**src/rtl/evm_pkg.sv**
```systemverilog
// Shared types and constants for the four-candidate ballot controller.
package evm_pkg;

    localparam int unsigned N_CAND = 4;

    typedef logic [1:0] mode_t;
    localparam mode_t MODE_IDLE  = 2'b00;
    localparam mode_t MODE_VOTE  = 2'b01;
    localparam mode_t MODE_CLEAR = 2'b10;
    localparam mode_t MODE_DISP  = 2'b11;

    typedef enum logic [2:0] {
        ST_IDLE,
        ST_ARMED,
        ST_HOLD,
        ST_CAST,
        ST_LOCKED,
        ST_CLEAR,
        ST_DONE,
        ST_DISPLAY
    } state_t;

    typedef logic [$clog2(N_CAND)-1:0] cand_idx_t;

    function automatic logic [N_CAND-1:0] cand_onehot(input cand_idx_t c);
        return {{(N_CAND-1){1'b0}}, 1'b1} << c;
    endfunction

    // Only meaningful for a one-hot input.
    function automatic cand_idx_t cand_index(input logic [N_CAND-1:0] b);
        cand_idx_t idx;
        idx = '0;
        for (int unsigned i = 0; i < N_CAND; i++) begin
            if (b[i]) idx = cand_idx_t'(i);
        end
        return idx;
    endfunction

endpackage

```
**src/rtl/evm_ballot_ctrl_if.sv**
```systemverilog
// Front-panel inputs and counter/display command outputs of the ballot controller.
interface evm_ballot_ctrl_if;
    import evm_pkg::*;

    mode_t              mode;
    logic               ballot_en;
    logic [N_CAND-1:0]  button;
    logic [N_CAND-1:0]  led;
    logic               ballot_open;
    logic               inc_valid;
    cand_idx_t          inc_sel;
    logic               clr_votes;
    logic               disp_valid;
    cand_idx_t          disp_sel;
    logic               vote_done;
    logic               timeout;
    logic               reject;

    modport master (
        output mode, ballot_en, button,
        input  led, ballot_open, inc_valid, inc_sel, clr_votes,
               disp_valid, disp_sel, vote_done, timeout, reject
    );

    modport slave (
        input  mode, ballot_en, button,
        output led, ballot_open, inc_valid, inc_sel, clr_votes,
               disp_valid, disp_sel, vote_done, timeout, reject
    );

endinterface

```
**src/rtl/evm_hold_qualifier.sv**
```systemverilog
// Button qualification: one-hot / multi-press detection, candidate latch and hold counter.
module evm_hold_qualifier
    import evm_pkg::*;
#(
    parameter int unsigned HOLD_CYCLES = 4
) (
    input  logic              clk,
    input  logic              rst_n,
    input  logic [N_CAND-1:0] button_i,
    input  logic              start_i,
    input  logic              advance_i,
    output logic              single_o,
    output logic              multi_o,
    output logic              qualified_o,
    output logic              broken_o,
    output cand_idx_t         cand_o
);

    localparam int unsigned CW = $clog2(HOLD_CYCLES + 1);

    logic [CW-1:0] cnt_q, cnt_d;
    cand_idx_t     cand_q, cand_d;

    assign single_o    = $onehot(button_i);
    assign multi_o     = (button_i != '0) && !single_o;
    assign qualified_o = (cnt_q == CW'(HOLD_CYCLES));
    assign broken_o    = (button_i != cand_onehot(cand_q));
    assign cand_o      = cand_q;

    // The count survives only while the FSM keeps advancing it; any other cycle zeroes it.
    always_comb begin
        cand_d = cand_q;
        cnt_d  = '0;
        if (start_i) begin
            cand_d = cand_index(button_i);
            cnt_d  = CW'(1);
        end else if (advance_i) begin
            cnt_d  = cnt_q + 1'b1;
        end
    end

    always_ff @(posedge clk or negedge rst_n) begin
        if (!rst_n) begin
            cnt_q  <= '0;
            cand_q <= '0;
        end else begin
            cnt_q  <= cnt_d;
            cand_q <= cand_d;
        end
    end

endmodule

```
**src/rtl/evm_ballot_ctrl.sv**
```systemverilog
// Ballot session FSM: arms one ballot per officer enable, casts one qualified vote, clears and scans the display.
module evm_ballot_ctrl
    import evm_pkg::*;
#(
    parameter int unsigned HOLD_CYCLES = 4,
    parameter int unsigned VOTE_WINDOW = 60,
    parameter int unsigned DISP_CYCLES = 8
) (
    input logic               clk,
    input logic               rst_n,
    evm_ballot_ctrl_if.slave  bus
);

    localparam int unsigned WW = $clog2(VOTE_WINDOW + 1);
    localparam int unsigned SW = $clog2(DISP_CYCLES + 1);

    state_t        state_q, state_d;
    logic [WW-1:0] win_q, win_d;
    logic [SW-1:0] scan_q, scan_d;
    cand_idx_t     disp_sel_q, disp_sel_d;
    logic          reject_q, reject_d;
    logic          timeout_q, timeout_d;

    logic      single, multi, qualified, broken, start, advance;
    cand_idx_t cand;
    logic      vote_mode, expire;

    evm_hold_qualifier #(.HOLD_CYCLES(HOLD_CYCLES)) u_qual (
        .clk        (clk),
        .rst_n      (rst_n),
        .button_i   (bus.button),
        .start_i    (start),
        .advance_i  (advance),
        .single_o   (single),
        .multi_o    (multi),
        .qualified_o(qualified),
        .broken_o   (broken),
        .cand_o     (cand)
    );

    assign vote_mode = (bus.mode == MODE_VOTE);
    assign expire    = (win_q == WW'(1));

    always_comb begin
        state_d    = state_q;
        win_d      = win_q;
        scan_d     = scan_q;
        disp_sel_d = disp_sel_q;
        reject_d   = 1'b0;
        timeout_d  = 1'b0;
        start      = 1'b0;
        advance    = 1'b0;
        case (state_q)
            ST_IDLE: begin
                if (vote_mode && bus.ballot_en) begin
                    state_d = ST_ARMED;
                    win_d   = WW'(VOTE_WINDOW);
                end else if (bus.mode == MODE_CLEAR) begin
                    state_d = ST_CLEAR;
                end else if (bus.mode == MODE_DISP) begin
                    state_d    = ST_DISPLAY;
                    disp_sel_d = '0;
                    scan_d     = '0;
                end
            end
            ST_ARMED: begin
                win_d = win_q - 1'b1;
                if (!vote_mode) begin
                    state_d = ST_IDLE;
                end else if (expire) begin
                    state_d   = ST_IDLE;
                    timeout_d = 1'b1;
                end else if (single) begin
                    start   = 1'b1;
                    state_d = ST_HOLD;
                end else begin
                    reject_d = multi;
                end
            end
            ST_HOLD: begin
                // Completion is tested ahead of expiry so a vote landing on the last window cycle counts.
                win_d = win_q - 1'b1;
                if (!vote_mode) begin
                    state_d = ST_IDLE;
                end else if (qualified) begin
                    state_d = ST_CAST;
                end else if (expire) begin
                    state_d   = ST_IDLE;
                    timeout_d = 1'b1;
                end else if (!broken) begin
                    advance = 1'b1;
                end else begin
                    state_d  = ST_ARMED;
                    reject_d = multi;
                end
            end
            ST_CAST:   state_d = ST_LOCKED;
            ST_LOCKED: if (bus.button == '0) state_d = ST_IDLE;
            ST_CLEAR:  state_d = ST_DONE;
            ST_DONE:   if (bus.mode == MODE_IDLE) state_d = ST_IDLE;
            ST_DISPLAY: begin
                if (bus.mode != MODE_DISP) begin
                    state_d    = ST_IDLE;
                    disp_sel_d = '0;
                    scan_d     = '0;
                end else if (scan_q == SW'(DISP_CYCLES - 1)) begin
                    scan_d     = '0;
                    disp_sel_d = disp_sel_q + 1'b1;
                end else begin
                    scan_d = scan_q + 1'b1;
                end
            end
            default: state_d = ST_IDLE;
        endcase
    end

    always_ff @(posedge clk or negedge rst_n) begin
        if (!rst_n) begin
            state_q    <= ST_IDLE;
            win_q      <= '0;
            scan_q     <= '0;
            disp_sel_q <= '0;
            reject_q   <= 1'b0;
            timeout_q  <= 1'b0;
        end else begin
            state_q    <= state_d;
            win_q      <= win_d;
            scan_q     <= scan_d;
            disp_sel_q <= disp_sel_d;
            reject_q   <= reject_d;
            timeout_q  <= timeout_d;
        end
    end

    assign bus.ballot_open = (state_q == ST_ARMED) || (state_q == ST_HOLD);
    assign bus.inc_valid   = (state_q == ST_CAST);
    assign bus.inc_sel     = (state_q == ST_CAST) ? cand : '0;
    assign bus.vote_done   = (state_q == ST_CAST);
    assign bus.clr_votes   = (state_q == ST_CLEAR);
    assign bus.disp_valid  = (state_q == ST_DISPLAY);
    assign bus.disp_sel    = disp_sel_q;
    assign bus.reject      = reject_q;
    assign bus.timeout     = timeout_q;
    assign bus.led         = ((state_q == ST_HOLD) || (state_q == ST_CAST) || (state_q == ST_LOCKED))
                             ? cand_onehot(cand) : '0;

endmodule

```
**src/flat_wrapper.sv**
```systemverilog
// flat-port wrapper written by rule: the top's interface ports become plain ports
module evm_ballot_ctrl_flat import evm_pkg::*;
#(
    parameter int unsigned HOLD_CYCLES = 4,
    parameter int unsigned VOTE_WINDOW = 60,
    parameter int unsigned DISP_CYCLES = 8
)
  (clk, rst_n, bus_mode, bus_ballot_en, bus_button, bus_led, bus_ballot_open, bus_inc_valid, bus_inc_sel, bus_clr_votes, bus_disp_valid, bus_disp_sel, bus_vote_done, bus_timeout, bus_reject);
  evm_ballot_ctrl_if bus_i ();
  input logic clk;
  input logic rst_n;
  input wire logic [$bits(bus_i.mode)-1:0] bus_mode;
  input wire logic [$bits(bus_i.ballot_en)-1:0] bus_ballot_en;
  input wire logic [$bits(bus_i.button)-1:0] bus_button;
  output wire logic [$bits(bus_i.led)-1:0] bus_led;
  output wire logic [$bits(bus_i.ballot_open)-1:0] bus_ballot_open;
  output wire logic [$bits(bus_i.inc_valid)-1:0] bus_inc_valid;
  output wire logic [$bits(bus_i.inc_sel)-1:0] bus_inc_sel;
  output wire logic [$bits(bus_i.clr_votes)-1:0] bus_clr_votes;
  output wire logic [$bits(bus_i.disp_valid)-1:0] bus_disp_valid;
  output wire logic [$bits(bus_i.disp_sel)-1:0] bus_disp_sel;
  output wire logic [$bits(bus_i.vote_done)-1:0] bus_vote_done;
  output wire logic [$bits(bus_i.timeout)-1:0] bus_timeout;
  output wire logic [$bits(bus_i.reject)-1:0] bus_reject;
  assign bus_i.mode = bus_mode;
  assign bus_i.ballot_en = bus_ballot_en;
  assign bus_i.button = bus_button;
  assign bus_led = bus_i.led;
  assign bus_ballot_open = bus_i.ballot_open;
  assign bus_inc_valid = bus_i.inc_valid;
  assign bus_inc_sel = bus_i.inc_sel;
  assign bus_clr_votes = bus_i.clr_votes;
  assign bus_disp_valid = bus_i.disp_valid;
  assign bus_disp_sel = bus_i.disp_sel;
  assign bus_vote_done = bus_i.vote_done;
  assign bus_timeout = bus_i.timeout;
  assign bus_reject = bus_i.reject;
  evm_ballot_ctrl #(.HOLD_CYCLES(HOLD_CYCLES), .VOTE_WINDOW(VOTE_WINDOW), .DISP_CYCLES(DISP_CYCLES)) u_core (.clk(clk), .rst_n(rst_n), .bus(bus_i));
endmodule
```
**config.mk**
```make
export PLATFORM = sky130hd
export DESIGN_NAME = evm_ballot_ctrl_flat
export DESIGN_NICKNAME = d
export VERILOG_FILES = /design/src/rtl/evm_pkg.sv /design/src/rtl/evm_ballot_ctrl_if.sv /design/src/rtl/evm_hold_qualifier.sv /design/src/rtl/evm_ballot_ctrl.sv /design/src/flat_wrapper.sv
export SDC_FILE = /design/constraint.sdc
export NUM_CORES = 1
export LEC_CHECK = 0
export CORE_UTILIZATION = 40
export DETAILED_ROUTE_END_ITERATION = 6
export SLEW_MARGIN = 0
export SYNTH_ARGS = -nofsm -noshare
export SYNTH_HDL_FRONTEND = slang
export SYNTH_SLANG_ARGS = --single-unit
```
**constraint.sdc**
```tcl
create_clock -name clk -period 2.2 [get_ports clk]
set_input_delay 0.22 -clock clk [delete_from_list [all_inputs] [get_ports clk]]
set_output_delay 0.22 -clock clk [all_outputs]
set_load 0.01 [all_outputs]
```
After elaboration in Yosys (flattened, before gate mapping)

Cells that the tools add are included.

Equal/unequal tests: 27
Add/subtract/negate cells: 7
Reduce and logical (&&, ||, !) cells: 17
Shift operators: 1
Mux-type cells: 57

Operators by type and width:

| cell                  | count |
|---|---|
| $mux W3               | 15 |
| $mux W4               | 6 |
| $pmux W3 S8           | 1 |
| $mux W1               | 21 |
| $mux W2               | 8 |
| $eq A3 B3 Y1 const B  | 5 |
| $pmux W6 S2           | 1 |
| $ne A2 B1 Y1 const B  | 5 |
| $pmux W4 S2           | 1 |
| $eq A3 B1 Y1 const B  | 2 |
| $eq A3 B2 Y1 const B  | 2 |
| $eq A6 B1 Y1 const B  | 1 |
| $mux W6               | 1 |
| $ne A2 B2 Y1 const B  | 3 |
| $reduce_and A6 Y1     | 1 |
| $sub A6 B1 Y6 const B | 1 |
| $ne A5 B3 Y1 const B  | 1 |
| $reduce_and A5 Y1     | 1 |
| $add A1 B1 Y2         | 2 |
| $add A4 B1 Y4 const B | 1 |
| $eq A2 B2 Y1 const B  | 2 |
| $eq A4 B3 Y1 const B  | 1 |
| $logic_not A4 Y1      | 1 |
| $ne A4 B1 Y1 const B  | 1 |
| 20 further kinds      | 25 |

Input port bits: 9
Register bits: 22

Longest topological paths before layout

Gate-level depths: netlist of run 1.

Word-level depth: 10
Gate-level depth with buffers: 9
Mapped depth without buffers: 9

Modules after synthesis

Synthesis of run 1 repeated with hierarchy kept, for this count alone.

Cell total of the unflattened synthesis: 165
Area, all modules: 1,507.7 um^2

By module, submodules not included:

| module             | cells each | times used | area an instance (um^2) |
|---|---|---|---|
| evm_ballot_ctrl    | 128        | 1          | 1,136.1 |
| evm_hold_qualifier | 37         | 1          | 371.6 |

Least setup slack after synthesis of run 1

OpenSTA, ideal clock, no wires.

Path type: input -> register
Start: input bus_button[0]
End: register u_core.state_q[1]
Setup slack: 73 ps
Buffers on the path: 0
Required time: 2,121 ps
Arrival time: 2,048 ps
Cell stages on the path: 8
Cell sequence: inv_1 > ha_1 > fa_1 > ha_1 > nor3b_1 > o31ai_2 > nor3b_4 > mux2i_1

Longest elaborated chain between the ends: 5

Ends and longest elaborated chain:

| what                                | line                     | source |
|---|---|---|
| start, declared                     | flat_wrapper.sv:14       | `input wire logic [$bits(bus_i.button)-1:0] bus_button;` |
| $add A1 B1 Y2 (implied by the code) | evm_hold_qualifier.sv:24 | `assign single_o = $onehot(button_i);` |
| $add A3 B2 Y3 (implied by the code) | evm_hold_qualifier.sv:24 |  |
| $eq A3 B1 Y1                        | evm_hold_qualifier.sv:24 |  |
| $ne A4 B4 Y1 (no line)              | -                        |  |
| $reduce_and A6 Y1 (no line) (*)     | -                        |  |
| end signal, assigned                | evm_ballot_ctrl.sv:126   | `state_q <= state_d;` |
| end, declared                       | evm_ballot_ctrl.sv:17    | `state_t state_q, state_d;` |

Mark *: on every way between the ends. The rest lies on a longest branch, timed or not.
A chain may end at the register's enable or synchronous reset.

Final worst setup path of run 1

Start: register u_core.state_q[0]
End: output bus_led[0]

Longest elaborated chain between the ends: 4

Ends and longest elaborated chain:

| what                   | line                   | source |
|---|---|---|
| $eq A3 B2 Y1           | evm_ballot_ctrl.sv:144 | `assign bus.led = ((state_q == ST_HOLD) \|\| (state_q == ST_CAST) \|\| (state_q == ST_LOCKED))` |
| $logic_or A1 B1 Y1     | evm_ballot_ctrl.sv:144 |  |
| $logic_or A1 B1 Y1 (*) | evm_ballot_ctrl.sv:144 |  |
| $mux W4 (*)            | evm_ballot_ctrl.sv:145 | `? cand_onehot(cand) : '0;` |
| end, declared          | flat_wrapper.sv:15     | `output wire logic [$bits(bus_i.led)-1:0] bus_led;` |

Marks and branches as above.

==> results.cfg, run 1 <==
[yosys]
synth_warnings = 0
synth_edf_count = 0
yosysTopAreaCellShare_pct = 35.7
ys_seq_area_share_pct = 35.7
netlist_area_mm2 = 0.00154
synth_fp_nets = 187
yosys.area.top_type = dfrtp_1
synthFlopType = dfrtp_1
synthArstFlopShare_pct = 100
synth_seq_cells = 22
synthTopCellsByArea = dfrtp_1 (36%), ha_1 (6.5%), a21oi_1 (4.2%)
syn_avg_cell_area_um2 = 9.11
syn-instance-count = 169
ys_types = 46

[worst_setup_path]
cp.required_ns = 1.98
critPathArrivalTime_ns = 1.87
crit_path_start_kind = flip-flop
worstReg2RegStart = u_core.win_q[1]$_DFFE_PN0P_
setup.worst_path.end_class = output port
crit_start = u_core.state_q[0]$_DFFE_PN0P_
criticalPathCategory = flip-flop to output port
critical_path.max_fanout = 6

[clocking]
cts_root_buf = clkbuf_8
clk_latency_ns = 0.26
clk_path_buf_depth = 2
cts_max_level = 1
path_clk_slew_ns = 0.08
holdBufCountCts = 0
cts_tree = done
cts_sinks = 22
numCtsBuffers = 3

[final_layout]
syn_to_final_growth_pct = 32.6
drive_above_1_share_pct = 22.6
antennaDiodeCount = 0
final_cell_mix = clkdlybuf4s50_1 (21), buf_4 (21), dfrtp_1 (20)
fin_area_mm2 = 0.00204
fin_cells = 260
nNetsFinal = 231

[routing]
routed_via_density = 5.19
drc_errors = 0
post_drt_wl_per_cell_um = 13.7
drtPass1Iterations = 4
drt_iter0_markers = 25
dr_wl_met2_mm = 1.85
wl_met1_mm = 1.61
drtAntennaViolNets = 0
wl_met3_um = 67
drt_wl_total_mm = 3.56
vias = 1350
highest-signal-layer = met4

[power_and_ir_drop]
pwr-share-seq_pct = 33.9
p_switching_uw = 791
p_clk_share_pct = 14.2
power.share.combinational_pct = 51.9
sw_frac_of_total_pct = 39.1
max-vdd-ir-drop_mv = 0.403
pwr_density_cell_mw_per_mm2 = 990
intPower_mw = 1.23
p_leak_nw = 0.905

[sta]
fin_crit_sh_pct = 95.2
hold_viol_final = 0
setup_slack_ns = 0.105
fmax_mhz = 477
fin_skew_ns = 0.00449
finalSetupViolCount = 0
maxSlewHeadroom_pct = 68.5
worstMarginPinSlew_ns = 0.471
finalSetupTns_ns = 0
holdWs_ns = 0.304
fin_crit_ns = 2.09
finalMaxSlewViolations = 0

[global_routing]
grt_overflow_total = 0
gr-usage-all-layers_pct = 19.6
grt_max_degree = 23
antenna_found_initial = 0
grt_pass1_wl_mm = 6.28
first_global_vias = 1449

[floorplanning]
die_h_um = 64.1
die_x_um = 64.1
ioPinCount = 24
fp.dieArea_mm2 = 0.00410
initial_core_util_pct = 41.8
rows = 22
fp.coreArea_mm2 = 0.00369

[placed_design]
dpl.cell_count = 254
pre_cts_ws_ns = -0.504
place_area_mm2 = 0.00193
port_buffers = 23
place.gp.congestion = 0.866
dp_hpwl_mm = 2.77

[run_status]
outcome = completed

[worst_hold_path]
worstHoldPathType = input pin to async pin

[flow_run]
max-cap-violations = 0
## path summary, 6_finish.rpt
path / end / slack (ns) / cells after the start
hold / removal: u_core.scan_q[2]$_DFFE_PN0P_ / 0.30 / 2
max in group asynchronous: u_core.state_q[1]$_DFFE_PN0P_ / 1.65 / 2
min in group clk: u_core.scan_q[3]$_DFFE_PN0P_ / 0.50 / 1
setup reg to reg: u_core.state_q[2]$_DFFE_PN0P_ / 0.27 / 7
hold reg to reg: u_core.scan_q[3]$_DFFE_PN0P_ / 0.50 / 1
setup / recovery: bus_led[0] / 0.11 / 4
## layout make-up
cell class | instances | area, µm²
sequential | 22 | 553
inverter | 13 | 48.8
tap | 48 | 60.1
timing repair buffer | 44 | 385
fill | 355 | 1650
clock buffer | 4 | 55.1
multi-input combinational | 129 | 940
## cells in the mapped netlist, types with 2 or more instances
cell type  instances
a21oi_1           13
and2b_2            2
and3_1             4
and3b_2            3
buf_4              2
buf_6              2
dfrtp_1           22
ha_1               8
inv_1             13
mux2i_1            3
nand2_1           17
nand2b_1           3
nand3_1            4
nor2_1            17
nor2b_1            2
nor3_1             3
nor3b_1            4
nor4_1             3
o21ai_0           13
xnor2_1            5
## what timing repair did
| item | in CTS | in global routing |
|---|---|---|
| setup buffers | 0 | 2 |
| gates cloned | 0 | 0 |
| resized for setup | 8 | 4 |
| pin swaps | 4 | 0 |
| endpoints found under the setup margin | 5 | 5 |
## per-stage QoR
stage	utilization, %	total power, mW
6_report	55.4	2.02
5_1_grt	55.4	2.21
4_1_cts	54.6	1.99
3_5_place_dp	52.3	1.68
3_3_place_gp	52.3	1.64
2_1_floorplan	-	1.32
## kinds of logic after synthesis
family          synth area share (%)
flops                           35.7
fa+ha+maj                       7.80
simple gates                    25.2
mux                             2.68
xor+xnor                        2.84
buf+inv                         5.93
compound gates                  19.8
## power groups by stage
stage               clock network, mW  registers (mW)  logic, mW
finish                          0.288           0.685       1.05
global route                    0.310           0.708       1.19
global placement                    0           0.677      0.963
CTS                             0.299           0.678       1.01
floorplan                           0           0.623      0.701
detailed placement                  0           0.683      0.996
## state kept, by name (all words and copies together), names as in the netlist
name / count
u_core.u_qual.cand_o: 2
u_core.u_qual.cnt_q: 3
u_core.state_q: 3
u_core.win_q: 6
u_core.scan_q: 4
u_core.bus.reject: 1
u_core.bus.timeout: 1
u_core.bus.disp_sel: 2
## layer usage
layer | GRT usage (%) | vias to the layer above
li1 | - | 685
met5 | 0 | -
met3 | 3.39 | 4
met4 | 4.26 | 0
met2 | 37.0 | 10
met1 | 22.7 | 651
## worst max-delay path, stage by stage (launching register included)
cell             delay [ns]
dfrtp_1                0.42
nand2b_1               0.22
mux2i_2                0.23
nor3b_2                0.19
clkdlybuf4s50_1        0.55
Note: power is estimated with default switching activity, not from simulation.
==> run 2, diff against run 1 <==
- SETUP_SLACK_MARGIN: unset -> 0.4
==> results.cfg, run 2 (same netlist as run 1, synthesis figures left out) <==
[routing]
drtAntennaViolNets = 0
post_drt_wl_per_cell_um = 14.4
drt_wl_total_mm = 3.91
routed_via_density = 5.40
drc_errors = 0
drtPass1Iterations = 6
drt_iter0_markers = 105
vias = 1468

[clocking]
cts_tree = done
clk_latency_ns = 0.27
cts_root_buf = clkbuf_8
cts_sinks = 22
path_clk_slew_ns = 0.09
clk_path_buf_depth = 2
cts_max_level = 1
numCtsBuffers = 3
holdBufCountCts = 0

[power_and_ir_drop]
pwr_density_cell_mw_per_mm2 = 1060
p_leak_nw = 1.05
finalPower_mw = 2.40
max-vdd-ir-drop_mv = 0.647

[worst_setup_path]
setup.worst_path.end_class = flip-flop
max_stage_delay_ns = 0.43
cp_top_family = simple AND/OR/NAND/NOR gates
critical_path.max_fanout = 4
critPathBufInv = 1
worstPathCellList = buf_4 -> or3b_4 -> o21bai_4 -> a211o_4 -> nor3b_4 -> mux2i_1
critPathArrivalTime_ns = 2.09
r2r_slack_ns = 0.26
crit_path_start_kind = flip-flop
slowest_stage = dfrtp_2
criticalPathCategory = flip-flop to flip-flop
cp.required_ns = 2.35

[run_status]
outcome = completed

[global_routing]
grtUsageMet3_pct = 4.11
first_global_vias = 1466
grt_max_degree = 23
grt_overflow_total = 0
grtUsageMet2_pct = 36.7
antenna_found_initial = 0
grt_pass1_wl_mm = 6.58
met1_usage_pct = 24.2
gr-usage-all-layers_pct = 20.5
busiest_layer = met2

[placed_design]
place_area_mm2 = 0.00198
place.gp.congestion = 0.766
dp_hpwl_mm = 2.70
dpl.cell_count = 252
pre_cts_ws_ns = -0.503
port_buffers = 23

[floorplanning]
fp.coreArea_mm2 = 0.00369
fp.dieArea_mm2 = 0.00410
die_x_um = 64.1
rows = 22
ioPinCount = 24
die_h_um = 64.1
initial_core_util_pct = 41.8

[final_layout]
final_cell_mix = buf_4 (32), dfrtp_1 (18), nand2_1 (16)
top_register = u_core.win_q
largest_reg_flops = 6
drive_above_1_share_pct = 38.8
final_common_cell = buf_4
largest_registers = u_core.win_q (6), u_core.scan_q (4)
syn_to_final_growth_pct = 47.0
nNetsFinal = 243
fin_area_mm2 = 0.00226
fin_cells = 272
antennaDiodeCount = 0

[sta]
maxSlewHeadroom_pct = 68.1
worstMarginPinSlew_ns = 0.477
fin_skew_ns = 0.00872
fin_crit_ns = 1.94
finalSetupViolCount = 0
rsz0062_at_grt = yes
fin_crit_sh_pct = 88.0
fmax_mhz = 516
finalSetupTns_ns = 0
setup_slack_ns = 0.264
finalMaxSlewViolations = 0
hold_viol_final = 0

[worst_hold_path]
worstHoldPathType = input pin to async pin

[flow_run]
max-cap-violations = 0
run 2: changes by cell type in the layout (fill, tap and decap cells not counted), moves of 3 or more:
cell             delta
dlygate4sd2_1       +3
buf_4              +11
inv_1               -3
nor2_1              -3
clkdlybuf4s50_1    -13
clkbuf_2            +4
run 2: final timing paths:
| path | cells past startpoint | endpoint | start |
|---|---|---|---|
| worst max-delay path | 6 | u_core.state_q[1]$_DFFE_PN0P_ | u_core.state_q[2]$_DFFE_PN0P_ |
| worst min-delay path | 2 | u_core.scan_q[2]$_DFFE_PN0P_ | rst_n |
| max in group asynchronous | 2 | u_core.win_q[0]$_DFFE_PN0P_ | rst_n |
| worst min register to register | 1 | u_core.bus.disp_sel[1]$_DFFE_PN0P_ | u_core.bus.disp_sel[1]$_DFFE_PN0P_ |
| worst max register to register | 6 | u_core.state_q[1]$_DFFE_PN0P_ | u_core.state_q[2]$_DFFE_PN0P_ |
| min in group clk | 4 | u_core.u_qual.cand_o[0]$_DFFE_PN0P_ | bus_button[1] |
run 2: repair_timing:
action	in CTS	in global routing
pin swaps	10	8
gates resized for setup	36	34
buffers inserted	9	7
endpoints found under the setup margin	21	19
run 2: area by class of cell:
type / instances / area (µm²)
Fill cell: 309 / 1430
Multi-Input combinational cell: 129 / 1050
Sequential cell: 22 / 556
Timing Repair Buffer: 56 / 462
Inverter: 13 / 66.3
Tap cell: 48 / 60.1
Clock buffer: 3 / 41.3
Clock inverter: 1 / 30.0
run 2: worst register-to-register path, delay by kind of cell, from the launching register on:
kind	cells	cell delay, ns
and+or+nand+nor	2	0.55
AOI/OAI and AO/OA	2	0.55
DFF	1	0.43
buffers and inverters	1	0.15
muxes	1	0.13
run 2: routing by layer:
metal | routed length [µm] | up-vias
li1 | - | 712
met1 | 1690 | 715
met2 | 1980 | 31
met3 | 136 | 10
met4 | 95 | 0
met5 | 0 | -
run 2: power by group:
group | leakage [nW] | switching [mW] | internal, mW
combinational | 0.729 | 0.659 | 0.690
clock | 0.0357 | 0.139 | 0.243
sequential | 0.281 | 0.150 | 0.522
run 2: metrics by stage:
| stage | hold WS, ns | util (%) |
|---|---|---|
| floorplan | -0.0756 | - |
| global placement | 0.466 | 53.7 |
| detailed placement | 0.475 | 53.7 |
| CTS | 0.309 | 58.3 |
| global route | 0.325 | 61.4 |
| finish | 0.292 | 61.4 |
==> run 3, diff against run 2 <==
- PLACE_DENSITY_LB_ADDON: unset -> 0.15
==> results.cfg, run 3 (same netlist as run 1, synthesis figures left out) <==
[sta]
finalSetupViolCount = 0
fin_skew_ns = 0.00608
maxSlewHeadroom_pct = 66.9
rsz0062_at_grt = yes
worstMarginPinSlew_ns = 0.494
finalMaxSlewViolations = 0
hold_viol_final = 0
fin_crit_sh_pct = 88.5
fin_crit_ns = 1.95
fmax_mhz = 514

[final_layout]
drive_above_1_share_pct = 35.8
final_cell_mix = buf_4 (34), dfrtp_1 (19), nand2_1 (16)
syn_to_final_growth_pct = 48.7
fin_area_mm2 = 0.00229
nNetsFinal = 245
largest_registers = u_core.win_q (6), u_core.scan_q (4)
largest_reg_flops = 6
top_register = u_core.win_q
final_common_cell = buf_4
antennaDiodeCount = 0

[clocking]
numCtsBuffers = 3
cts_tree = done
cts_root_buf = clkbuf_8
path_clk_slew_ns = 0.09
cts_sinks = 22
clk_latency_ns = 0.27
clk_path_buf_depth = 2
cts_max_level = 1

[flow_run]
max-cap-violations = 0

[global_routing]
gr-usage-all-layers_pct = 20.5
first_global_vias = 1446
grt_max_degree = 23
antenna_found_initial = 0
grt_pass1_wl_mm = 6.55
grt_overflow_total = 0

[routing]
drt_wl_total_mm = 3.93
routed_via_density = 5.28
drc_errors = 0
drtPass1Iterations = 4
post_drt_wl_per_cell_um = 14.4
vias = 1448
drt_iter0_markers = 76
drtAntennaViolNets = 0

[floorplanning]
fp.dieArea_mm2 = 0.00410
rows = 22
fp.coreArea_mm2 = 0.00369
initial_core_util_pct = 41.8
die_x_um = 64.1
die_h_um = 64.1
ioPinCount = 24

[power_and_ir_drop]
p_leak_nw = 1.08
max-vdd-ir-drop_mv = 0.418
pwr_density_cell_mw_per_mm2 = 1040
finalPower_mw = 2.39

[worst_setup_path]
criticalPathCategory = flip-flop to flip-flop
critical_path.max_fanout = 4
setup.worst_path.end_class = flip-flop
max_stage_delay_ns = 0.47
worstPathCellList = inv_2 -> ha_4 -> or4b_4 -> o21bai_4 -> a211o_4 -> nor3b_4 -> mux2i_1
r2r_slack_ns = 0.25
slowest_stage = or4b_4
r2r-end = u_core.state_q[1]$_DFFE_PN0P_
critPathArrivalTime_ns = 2.14
worstReg2RegStart = u_core.win_q[1]$_DFFE_PN0P_
crit_path_start_kind = flip-flop
cp.required_ns = 2.39
reg2reg_depth = 7

[worst_hold_path]
worstHoldPathType = input pin to async pin

[placed_design]
dp_hpwl_mm = 2.85
port_buffers = 23
place.gp.congestion = 0.824
place_area_mm2 = 0.00197

[run_status]
outcome = completed
run 3: changes by cell type in the layout (fill, tap and decap cells not counted), sizes merged:
cell / before / now
dlygate4sd2: 5 / 7
dlymetal6s2s: 2 / 3
clkbuf: 7 / 5
buf: 36 / 37
run 3: metal layers:
layer	vias to the layer above	part of all wire, %	GRT usage [%]
li1	718	-	-
met2	35	53	39.2
met1	690	42	24.2
met3	5	2.9	1.96
met4	0	1.2	5.11
met5	-	0	0
run 3: cell type report:
cell class | count | area (µm²)
clock buffers | 3 | 41.3
well taps | 48 | 60.1
flip-flops and latches | 22 | 554
clock inverters | 1 | 30.0
inverters | 13 | 66.3
multi-input cells | 129 | 1050
repair buffers | 58 | 492
fillers | 313 | 1400
run 3: critical path, delay by kind of cell (launching register included):
| family | cells | cell delay (ns) |
|---|---|---|
| and+or+nand+nor | 2 | 0.69 |
| AOI/OAI and AO/OA | 2 | 0.33 |
| adders and majority gates | 1 | 0.12 |
| DFF | 1 | 0.39 |
| muxes | 1 | 0.23 |
| buffers and inverters | 1 | 0.09 |
run 3: power by group:
part	switching [mW]	internal, mW
clock	0.151	0.244
combinational	0.622	0.684
sequential	0.170	0.520
run 3: worst max path at each step:
| stage | from | to | cells past startpoint |
|---|---|---|---|
| 2_1_floorplan | bus_button[1] | u_core.state_q[1]$_DFFE_PN0P_ | 8 |
| 3_3_place_gp | bus_button[1] | u_core.state_q[2]$_DFFE_PN0P_ | 9 |
| 3_5_place_dp | bus_button[1] | u_core.state_q[1]$_DFFE_PN0P_ | 9 |
| 4_1_cts | bus_button[0] | u_core.state_q[1]$_DFFE_PN0P_ | 9 |
| 5_1_grt | u_core.win_q[1]$_DFFE_PN0P_ | u_core.state_q[1]$_DFFE_PN0P_ | 7 |
| 6_report | u_core.win_q[1]$_DFFE_PN0P_ | u_core.state_q[1]$_DFFE_PN0P_ | 7 |
run 3: what timing repair did:
| item | in CTS | in global routing |
|---|---|---|
| hold buffers | 0 | 0 |
| resized for setup | 39 | 23 |
| cloned | 0 | 0 |
| pin swaps | 8 | 12 |
| setup buffers | 14 | 5 |
| endpoints found under the setup margin | 21 | 18 |
run 3: stage by stage:
step                      hold slack (ns)  setup slack (ns)  cells  TNS, ns  utilization (%)
after floorplan                   -0.0756             0.300    169        0                -
after global placement              0.469            -0.419    251    -2.22             53.5
after detailed placement            0.485            -0.501    251    -2.60             53.5
after CTS                           0.302             0.223    269        0             59.8
after global routing                0.314             0.145    274        0             62.1
final                               0.291             0.254    274        0             62.1
==> RTL edit 1: new RTL, config.mk and constraints of run 1 <==
`VOTE_WINDOW` is set to 60 in 2 places; all go to 30.
--- a/src/rtl/evm_ballot_ctrl.sv
+++ b/src/rtl/evm_ballot_ctrl.sv
@@ -5,3 +5,3 @@
     parameter int unsigned HOLD_CYCLES = 4,
-    parameter int unsigned VOTE_WINDOW = 60,
+    parameter int unsigned VOTE_WINDOW = 30,
     parameter int unsigned DISP_CYCLES = 8
--- a/src/flat_wrapper.sv
+++ b/src/flat_wrapper.sv
@@ -4,3 +4,3 @@
     parameter int unsigned HOLD_CYCLES = 4,
-    parameter int unsigned VOTE_WINDOW = 60,
+    parameter int unsigned VOTE_WINDOW = 30,
     parameter int unsigned DISP_CYCLES = 8
Check against the original RTL: no difference found for any inputs over 10 cycles, from zero or initial values and one cycle with rst_n low; that may be too few to reach the edited logic, so the function may still have changed.
==> RTL edit 1 against run 1 <==
- critical path depth decreased by 1
- count of clock-buffer cells in the layout unchanged
- sequential power decreased by 7.0%
- sequential cell count decreased by 1
- area after synthesis decreased by 6.0%
- final area decreased by 7.0%
- clock power decreased by 35%
- cell count decreased by 6.2%
- wire length decreased by 8.4%
- power decreased by 9.0%
- core utilization increased by 0.68 points
- setup slack improved by 3.3 ps
- via count decreased by 3.2%
- critical path type unchanged
- critical endpoint is now bus_disp_valid
==> RTL edit 1: results (changes against run 1) <==
Outcome: complete, no violations
Logic depth of the worst register-to-register path: 5 (-2)
Worst slew pin tran: 476.5 ps (+5.876 ps)
Vias in the first global route: 1251 (-14%)
Leakage Power: 0.8530 nW (-5.7%)
Gp weighted congestion: 0.9174 (+5.9%)
Average detailed-routed wire length per instance: 13.38 µm (-2.4%)
Worst skew pair latency: 300 ps (+40 ps)
Maximum number of pins on one net before global-route repair: 22 (-4.3%)
Fin Clk Skew: 3.977 ps (-0.5144 ps)
Via density: 5.357 (+3.2%)
First-pass GRT wire length: 5478 µm (-13%)
Number of design-rule violations left by the first detailed-router iteration: 58 (+130%)
Per-instance average area after synthesis: 8.774 µm² (-3.7%)
Largest driver fanout on the critical path: 14 (+8)
Sequential Power: 0.637 mW (-7.0%)
Fraction of the yosys area taken by sequential cells: 36.30% (+0.56 points)
Estimated wirelength of the detail-placed design: 2513 µm (-9.2%)
Clk pin slew, worst setup/hold paths: 110 ps (+30 ps)
Power dissipated in the clock network: 0.186 mW (-35%)
Endpoint of the worst register-to-register path: u_core.state_q[1]
FILL cells: 311 (-12%)
Top cells by instance count after synthesis: dfrtp_1, nor2_1, nand2_1, o21ai_0, a21oi_1
Worst vdd rail ir drop: 0.4576 mV (+13%)
Total nets after synthesis: 183 (-2.1%)
Worst R2R Start: u_core.u_qual.cand_o[1]
Final Non-Filler Cells: 244 (-6.2%)
Post-synthesis cell type count: 43 (-6.5%)
Final layout net count: 217 (-6.1%)
Root buffer cell: clkbuf_4
Fin Hold WS: 238.9 ps (-64.70 ps)
Net switching power of the design: 0.7623 mW (-3.6%)
Util after Layout: 56.04% (+0.68 points)
Layout cell share with drive strength beyond 1: 18.69% (-4.0 points)
Capturing element of the worst setup path: bus_disp_valid
Least setup slack across all paths after layout: 108.3 ps (+3.332 ps)
Critical Path Source: u_core.state_q[2]
Setup crit end kind: output pin
RTL edit 1: routing by layer:
layer	track usage, %	routed length, µm
met1	22.00	1502
met2	29.95	1612
met3	4.412	132
met4	3.488	17
met5	0	0
RTL edit 1: area by class of cell:
cell class	instances	area share, %
Tap cell	46	3.030
Timing Repair Buffer	39	18.97
Inverter	9	1.779
Multi-Input combinational cell	125	47.04
Sequential cell	21	27.80
Clock buffer	4	1.383
RTL edit 1: critical path: stages (launching register included):
cell and delay [ps]:
dfrtp_1 520, buf_4 250, and3_1 240, clkdlybuf4s50_1 550
RTL edit 1: cell families after synthesis:
| kind of cell | share of synthesized area, % |
|---|---|
| flops | 36.30 |
| compound gates | 16.86 |
| fa+ha+maj | 8.298 |
| simple gates | 27.49 |
| buf+inv | 5.704 |
| mux | 2.939 |
| xor+xnor | 2.420 |
RTL edit 1: what timing repair did:
action                     CTS  global route
pin swaps                    1             2
buffers inserted             0             3
setup endpoints to repair   10             8
resized for setup            7            10
==> RTL edit 2: new RTL, flow settings as in run 1 <==
Made on the original files. The 8 states of `state_t` get a one-hot encoding in 8 bits.
--- a/src/rtl/evm_pkg.sv
+++ b/src/rtl/evm_pkg.sv
@@ -11,11 +11,11 @@
 
-    typedef enum logic [2:0] {
-        ST_IDLE,
-        ST_ARMED,
-        ST_HOLD,
-        ST_CAST,
-        ST_LOCKED,
-        ST_CLEAR,
-        ST_DONE,
-        ST_DISPLAY
+    typedef enum logic [7:0] {
+        ST_IDLE    = 8'b00000001,
+        ST_ARMED   = 8'b00000010,
+        ST_HOLD    = 8'b00000100,
+        ST_CAST    = 8'b00001000,
+        ST_LOCKED  = 8'b00010000,
+        ST_CLEAR   = 8'b00100000,
+        ST_DONE    = 8'b01000000,
+        ST_DISPLAY = 8'b10000000
     } state_t;
Formal check against the unedited RTL: no difference found for any inputs over 10 cycles, from zero or initial values and one cycle with rst_n low; not proved beyond that.
==> RTL edit 2 against run 1 <==
- the flow now finishes with violations (setup timing)
- setup slack got worse by 110 ps
- wire length up 24%
- sequential share of layout area up 2.3 points
- worst hold slack better by 8.2 ps
- first-iteration DRC count grew to 7.2 times the old value
- critical path depth up 2
- power down 19%
- area after synthesis is 14% higher
- clock skew down 2.6 ps
- count of clock-buffer cells in the layout fell by 1
- non-clock buffer count rose by 8
- final area grew 13%
- sequential cell count up 5
- global-route usage increased by 2.3 points
==> RTL edit 2: results (changes against run 1) <==
Leakage Power: 1.027 nW (+14%)
FILL cells: 359 (+1.1%)
Worst vdd rail ir drop: 0.3012 mV (-25%)
Largest registers: u_core.state_q: 8 flops, u_core.win_q: 6 flops, u_core.scan_q: 4 flops
Total iterations of the first detailed-routing run: 4 (unchanged)
Clk pin slew, worst setup/hold paths: 100 ps (+20 ps)
Routed metal-1 wirelength: 2001 µm (+24%)
Async S/R FF share, synth: 100.0% (unchanged)
Count of input and output buffers: 23 (unchanged)
Critical-path cell with the highest stage delay: or4_4
Net switching share of the total power: 36.73% (-2.4 points)
Dominant cells by area after synthesis: dfrtp_1, ha_1, nand2_1
Post-synthesis compound-gate area fraction: 13.36% (-6.5 points)
Estimated wirelength of the detail-placed design: 3330 µm (+20%)
Share of synthesized area spent on multiplexers: 0% (-2.7 points)
Largest driver fanout on the critical path: 3 (-3)
Worst skew pair latency: 280 ps (+20 ps)
Placement-stage worst setup slack: -223.5 ps (+280.5 ps)
Top cells by instance count after synthesis: dfrtp_1, nand2_1, nor2_1, nand3_1, o21ai_0
Number of design-rule violations left by the first detailed-router iteration: 179 (+620%)
GRT Util Overall: 21.86% (+2.3 points)
Synthesized-area fraction occupied by xor and xnor cells: 3.500% (+0.66 points)
Routed wire length: 4420 µm (+24%)
Predominant post-synthesis flop cell: dfrtp_1
Max-slew headroom at the worst pin: 73.84% (+5.4 points)
Total length of routed met2 wires: 2218 µm (+20%)
Cell family with the largest share of critical-path delay: simple AND/OR/NAND/NOR gates
Via density: 5.563 (+7.1%)
Final layout net count: 264 (+14%)
Maximum number of pins on one net before global-route repair: 28 (+22%)
Gp weighted congestion: 0.8656 (about the same)
Total nets after synthesis: 214 (+14%)
Vias in the first global route: 1648 (+14%)
Arrival time at the worst endpoint: 1990 ps (+120 ps)
Fraction of the yosys area taken by sequential cells: 38.64% (+2.9 points)
Least setup slack across all paths after layout: -7.944 ps (-113.0 ps)
Post-synthesis cell type count: 53 (+15%)
Final count of negative-setup-slack endpoints: 1 (+1)
First-pass GRT wire length: 7631 µm (+22%)
Layout cell share with drive strength beyond 1: 26.53% (+3.9 points)
Violations in the final reports: setup timing
Synth Area in Adders: 6.857% (-0.94 points)
Outcome: complete, but fails checks
DR WL met3: 141 µm (+110%)
Fin Clk Skew: 1.851 ps (-2.641 ps)
Longest individual stage delay on the worst path: 570 ps (+20 ps)
[RTL edit 2: changes by cell type in the layout (fill, tap and decap cells not counted), moves of 3 or more]
cell	delta
clkdlybuf4s50_1	-9
buf_4	+7
a21oi_1	-8
or3b_2	+3
buf_2	+5
dfrtp_1	+6
nand3b_1	+3
nor3_1	+4
nand2_1	+3
and3b_2	-3
xnor2_1	-4
nand3_1	+10
xor2_1	+6
[RTL edit 2: power groups by stage]
stage	Combinational [mW]	Clock [mW]	Sequential (mW)
final	0.713	0.297	0.624
after global routing	0.785	0.335	0.633
after CTS	0.657	0.307	0.622
after detailed placement	0.591	0	0.632
after global placement	0.577	0	0.626
after floorplan	0.346	0	0.629
[RTL edit 2: metrics by stage]
stage | cell area [µm²] | std cells | setup TNS [ps] | util [%]
6_report | 2305 | 295 | -7.944 | 56.00
2_1_floorplan | 1752 | 196 | 0 | -
3_5_place_dp | 2192 | 288 | -1382 | 53.27
3_3_place_gp | 2192 | 288 | -908.3 | 53.27
5_1_grt | 2305 | 295 | -285.7 | 56.00
4_1_cts | 2281 | 295 | -275.0 | 55.43
[RTL edit 2: worst paths after layout]
kind,startpoint,to,slack [ps],cells after the start
max in group asynchronous,rst_n,u_core.state_q[0],1580,2
min in group clk,u_core.scan_q[2],u_core.scan_q[2],520,1
max reg2reg,u_core.state_q[1],u_core.state_q[7],60,5
min reg2reg,u_core.scan_q[2],u_core.scan_q[2],520,1
max,u_core.state_q[1],bus_led[1],-8,6
min,rst_n,u_core.state_q[7],310,2
[RTL edit 2: final cells by class]
type	count	area share, %
flip-flops and latches	27	29.37
multi-input cells	152	46.25
well taps	50	2.714
inverters	10	1.629
clock buffers	3	1.792
clock inverters	1	0.3257
repair buffers	52	17.92
[RTL edit 2: cells by family (layout without fill, tap and decap cells)]
group                      Yosys count  count (layout)
adders and majority gates            9               9
and+or+nand+nor                    101             101
xor gates and xnor gates             7               7
DFF                                 27              27
AOI/OAI and AO/OA                   35              35
buffers and inverters               17              66
[RTL edit 2: layer usage]
metal,vias to the layer above,GRT usage [%]
met4,0,7.292
met3,5,2.833
met1,803,28.14
met5,-,0
met2,33,37.38
li1,800,-
[RTL edit 2: timing repair]
item                                    CTS  global route
buffers inserted                          3             0
resized for setup                        29            21
pin swaps                                 2             6
endpoints found under the setup margin   11            17
